==> config.mk <==
export PLATFORM = sky130hd
export DESIGN_NAME = alu_divider
export DESIGN_NICKNAME = d
export VERILOG_FILES = /design/src/rtl/alu_divider.sv
export SDC_FILE = /design/constraint.sdc
export NUM_CORES = 1
export LEC_CHECK = 0
export ABC_AREA = 1
export ABC_CLOCK_PERIOD_IN_PS = 2450
export BUFFER_PORTS_ARGS = -buffer_cell sky130_fd_sc_hd__buf_2
export CORE_UTILIZATION = 45
export CTS_CLUSTER_DIAMETER = 30
export DETAILED_ROUTE_END_ITERATION = 10
export MAX_ROUTING_LAYER = met4
export PLACE_DENSITY = 0.68
export SLEW_MARGIN = 20
export SYNTH_ARGS = -nofsm -noshare
export SYNTH_HDL_FRONTEND = slang
export SYNTH_SLANG_ARGS = --single-unit
==> constraint.sdc <==
create_clock -name clk -period 2.45 [get_ports clk]
set_input_delay 0.245 -clock clk [delete_from_list [all_inputs] [get_ports clk]]
set_output_delay 0.245 -clock clk [all_outputs]
set_load 0.05 [all_outputs]
==> src/rtl/alu_divider.sv <==
// Sequential 8-bit unsigned restoring divider with a start/busy/done handshake.
// One quotient bit is retired per clock; results appear only on completion.
module alu_divider (
    input  logic       clk,
    input  logic       reset,
    input  logic [7:0] in_a,
    input  logic [7:0] in_b,
    input  logic       in_start,
    output logic [7:0] out_quotient,
    output logic [7:0] out_remainder,
    output logic       out_busy,
    output logic       out_done,
    output logic       out_div_zero
);

    typedef enum logic [1:0] {
        IDLE = 2'd0,
        RUN  = 2'd1,
        DONE = 2'd2
    } state_t;

    state_t     state_q, state_d;
    logic [3:0] count_q, count_d;
    logic [7:0] rem_q, rem_d;
    logic [7:0] shift_q, shift_d;
    logic [7:0] divisor_q, divisor_d;
    logic [7:0] quotient_q, quotient_d;
    logic [7:0] remainder_q, remainder_d;
    logic       div_zero_q, div_zero_d;

    // The partial remainder always stays below the divisor, so 8 stored bits
    // suffice; the shifted trial operand is the full 9-bit value.
    logic [8:0] shifted;
    logic [8:0] trial;
    logic [7:0] iter_rem;
    logic [7:0] iter_quo;

    always_comb begin
        shifted = {rem_q, shift_q[7]};
        trial   = shifted - {1'b0, divisor_q};
        if (!trial[8]) begin
            iter_rem = trial[7:0];
            iter_quo = {shift_q[6:0], 1'b1};
        end else begin
            iter_rem = shifted[7:0];
            iter_quo = {shift_q[6:0], 1'b0};
        end
    end

    always_comb begin
        state_d     = state_q;
        count_d     = count_q;
        rem_d       = rem_q;
        shift_d     = shift_q;
        divisor_d   = divisor_q;
        quotient_d  = quotient_q;
        remainder_d = remainder_q;
        div_zero_d  = div_zero_q;

        case (state_q)
            IDLE, DONE: begin
                state_d = IDLE;
                if (in_start) begin
                    if (in_b == 8'd0) begin
                        state_d     = DONE;
                        quotient_d  = 8'hFF;
                        remainder_d = in_a;
                        div_zero_d  = 1'b1;
                    end else begin
                        state_d    = RUN;
                        divisor_d  = in_b;
                        rem_d      = 8'd0;
                        shift_d    = in_a;
                        count_d    = 4'd0;
                        div_zero_d = 1'b0;
                    end
                end
            end
            RUN: begin
                rem_d   = iter_rem;
                shift_d = iter_quo;
                count_d = count_q + 4'd1;
                if (count_q == 4'd7) begin
                    state_d     = DONE;
                    quotient_d  = iter_quo;
                    remainder_d = iter_rem;
                end
            end
            default: state_d = IDLE;
        endcase
    end

    always_ff @(posedge clk) begin
        if (reset) begin
            state_q     <= IDLE;
            count_q     <= 4'd0;
            rem_q       <= 8'd0;
            shift_q     <= 8'd0;
            divisor_q   <= 8'd0;
            quotient_q  <= 8'd0;
            remainder_q <= 8'd0;
            div_zero_q  <= 1'b0;
        end else begin
            state_q     <= state_d;
            count_q     <= count_d;
            rem_q       <= rem_d;
            shift_q     <= shift_d;
            divisor_q   <= divisor_d;
            quotient_q  <= quotient_d;
            remainder_q <= remainder_d;
            div_zero_q  <= div_zero_d;
        end
    end

    assign out_quotient  = quotient_q;
    assign out_remainder = remainder_q;
    assign out_busy      = (state_q == RUN);
    assign out_done      = (state_q == DONE);
    assign out_div_zero  = div_zero_q;

endmodule

==> results.yml <==
clock_tree:
  clkTransAtPathRegs_ns: 0.09
  postCtsSetupBuffers: 0
  hold_buffers: 0
  cts_resized: 0
  cts_tree: "built"
  clk_latency_ns: 0.30
  cts_made_buffers: 5
  numClockSinks: 47
  cts_max_path_buffers: 2
  htreeDepth: 2
  cts_root_buf: "clkbuf_8"
worst_setup_path:
  cp_common_cell: "inv_1"
  critPathKind: "register to register"
  reg2reg_to: "rem_q[5]"
  rrSetupSlack_ns: 0.51
  crit_required_ns: 2.71
  crit_path_max_fanout: 10
  reg2reg_depth: 13
  path_cells: "inv_1, ha_1, inv_1, fa_1, nand2_1, nand2_2, nand3_2, nand3_1, nand2_4, nand3_2, nand3_1, nand2_1, inv_1"
  startpoint_type: "register"
  slowest_stage: "fa_1"
  path_delay_family: "simple AND/OR/NAND/NOR gates"
  cp_slowest_stage_delay_ns: 0.41
  cp_num_buf_inv: 3
  r2r-start: "shift_q[7]"
  endpoint_kind: "register"
  arrival_ns: 2.20
sta:
  fin_hold_ws_ns: 0.185
  drv_slew: 0
  tightestPinTransition_ns: 0.739
  finalHoldViolCount: 0
  max_freq_mhz: 515
  timing.final.crit_share_pct: 79.3
  clock_skew_ns: 0.00387
  fin_tns_setup_ns: 0
  relSlewSlack_pct: 50.7
  fin_crit_ns: 1.94
  grt_setup_unrepaired: "false"
  finalSetupViolations: 0
placed_design:
  place_congestion: 0.837
  io_buffers: 37
  place_hpwl_um: 4210
  dp.cells: 467
grt:
  grt_max_degree: 28
  grtUsageMet3_pct: 3.84
  globalRouteMet1Util_pct: 26.8
  grtUsageTotal_pct: 21.3
  met2_usage_pct: 34.6
  grt_pass1_wl_um: 9830
  busiest_layer: "met2"
  antenna_found_initial: 0
  grt_pass1_vias: 2115
  grt-ovfl-total: 0
drt:
  via_per_inst: 4.97
  wl_um: 5830
  wire_per_inst_um: 12.3
  vias: 2361
  antenna_left: 0
  drc_errors: 0
  first_pass_iters: 4
  first_iter_violations: 157
layout:
  fin_nets: 431
  drive_gt1_share_pct: 21.1
  area_growth_pct: 12.5
  fill_cells: 569
  diodes: 0
  instances_no_fill: 475
yosys:
  synth-simple-area-share_pct: 35.2
  ys_types: 28
  synth_edf_count: 0
  synth_compound_area_share_pct: 10.9
  syn_inst: 370
  synthAdderAreaFrac_pct: 5.09
  muxShareOfSynthArea_pct: 0
  synth.top_cell.area_share_pct: 36.1
  synth.largest_area_cell: "dfxtp_1"
  synth-xor-area-share_pct: 1.01
  yosysWarnings: 0
  synthTopCellsByArea: "dfxtp_1 36%, nand2_1 12%, nand3_1 7.5%, inv_1 7.2%, nor2_1 6.2%"
  yosysSeqAreaShare_pct: 36.1
  ys_seq_elements: 47
  synth_top_family_by_area: "simple AND/OR/NAND/NOR gates"
  avgSynthCellArea_um2: 7.04
  ys_dominant_reg_cell: "dfxtp_1"
  synth_area_mm2: 0.00260
  syn-num-nets: 399
  synthArstFlopShare_pct: 0
power:
  pwr_density_cell_mw_per_mm2: 757
  swShare_pct: 35.3
  power_frac_clock_pct: 31.6
  sequentialPowerShare_pct: 39.0
  worst_ir_drop_vdd_v: 0.000415
  p_int_mw: 1.43
  p_leak_nw: 1.45
  power.switching_mw: 0.784
  pwr-share-comb_pct: 29.5
die:
  die-height_um: 78.1
  ios: 38
  die-area_mm2: 0.00609
  std_cell_rows: 27
  die_x_um: 78.1
  core_mm2: 0.00554
  initial_core_util_pct: 47.0
min_path:
  hold_end: "divisor_q[0]"
  min_from: "in_b[0]"
  whs_path_depth: 3
  hp-class: "input port to register"
outcome:
  outcome: "complete, no violations"
job:
  cap_violations: 0
[power by group through the flow]
stage | combinational (mW) | sequential, mW | clock (mW)
2_1_floorplan | 0.442 | 0.968 | 0
3_5_place_dp | 0.652 | 0.882 | 0
6_report | 0.654 | 0.864 | 0.700
5_1_grt | 0.725 | 0.871 | 0.735
4_1_cts | 0.655 | 0.865 | 0.712
3_3_place_gp | 0.643 | 0.880 | 0
[worst register-to-register path: cells and delay by family (launching register included)]
kind | cells | cell delay, ns
buffers and inverters | 3 | 0.20
and+or+nand+nor | 8 | 0.83
DFF | 1 | 0.33
adders and majority gates | 2 | 0.54
[metrics by stage]
stage	setup slack (ns)	instance area [um^2]	total power, mW	util (%)
2_1_floorplan	0.720	2600	1.41	-
3_3_place_gp	0.589	2790	1.52	50.4
3_5_place_dp	0.529	2790	1.53	50.4
4_1_cts	0.506	2930	2.23	52.9
5_1_grt	0.292	2930	2.33	52.9
6_report	0.506	2930	2.22	52.9
[per-layer routing]
| layer | part of all wire (%) | up-vias | routed length [um] |
|---|---|---|---|
| met5 | 0 | - | 0 |
| met4 | 1.5 | 0 | 89 |
| met3 | 3.8 | 11 | 224 |
| met2 | 47 | 57 | 2730 |
| met1 | 48 | 1060 | 2790 |
| li1 | - | 1233 | - |
[layout by cell type, fill, tap and decap left out, types with 3 or more instances in the layout]
master,Yosys,final
dfxtp_1,47,47
nand2_2,5,5
clkbuf_8,0,5
inv_1,50,50
a21oi_1,12,12
nand2_4,3,3
o21ai_0,19,19
nand3_2,9,9
ha_1,9,9
nand2_1,84,84
a21oi_2,8,8
nor2_4,3,3
nor2_2,7,7
a31oi_1,8,8
buf_2,5,37
nor2_1,43,43
nand3_1,39,39
[state kept, by name, indices dropped and copies added, names as in the netlist]
| register | flops |
|---|---|
| state_q | 2 |
| count_q | 4 |
| rem_q | 8 |
| out_quotient | 8 |
| shift_q | 8 |
| out_div_zero | 1 |
| divisor_q | 8 |
| out_remainder | 8 |
[cell type report]
type | count | area [um^2] | share of cell area (%)
Multi-Input combinational cell | 256 | 1360 | 46.3
Sequential cell | 47 | 941 | 32.1
Inverter | 53 | 201 | 6.87
Timing Repair Buffer | 39 | 200 | 6.83
Tap cell | 72 | 90.1 | 3.07
Clock inverter | 3 | 71.3 | 2.43
Clock buffer | 5 | 68.8 | 2.35
[cells by family after synthesis]
kind of cell | after synthesis
simple gates | 195
buf+inv | 67
compound gates | 48
flops | 47
fa+ha+maj | 10
xor+xnor | 3
[worst max-delay path by stage]
stage,from,to,slack [ns],cells past startpoint
2_1_floorplan,shift_q[7],out_remainder[1],0.72,14
3_3_place_gp,shift_q[7],rem_q[5],0.59,13
3_5_place_dp,shift_q[7],rem_q[5],0.53,13
4_1_cts,shift_q[7],rem_q[3],0.51,13
5_1_grt,shift_q[7],rem_q[5],0.29,13
6_report,shift_q[7],rem_q[5],0.51,13
[synth_stat cells (7+ instances only)]
cell type   n
a31oi_1     8
nand3_2     9
nand3_1    39
nor2_1     43
a21oi_2     8
dfxtp_1    47
nand2_1    84
o21ai_0    19
nor2_2      7
inv_1      50
a21oi_1    12
ha_1        9
Note: power is estimated with default switching activity, not from simulation.
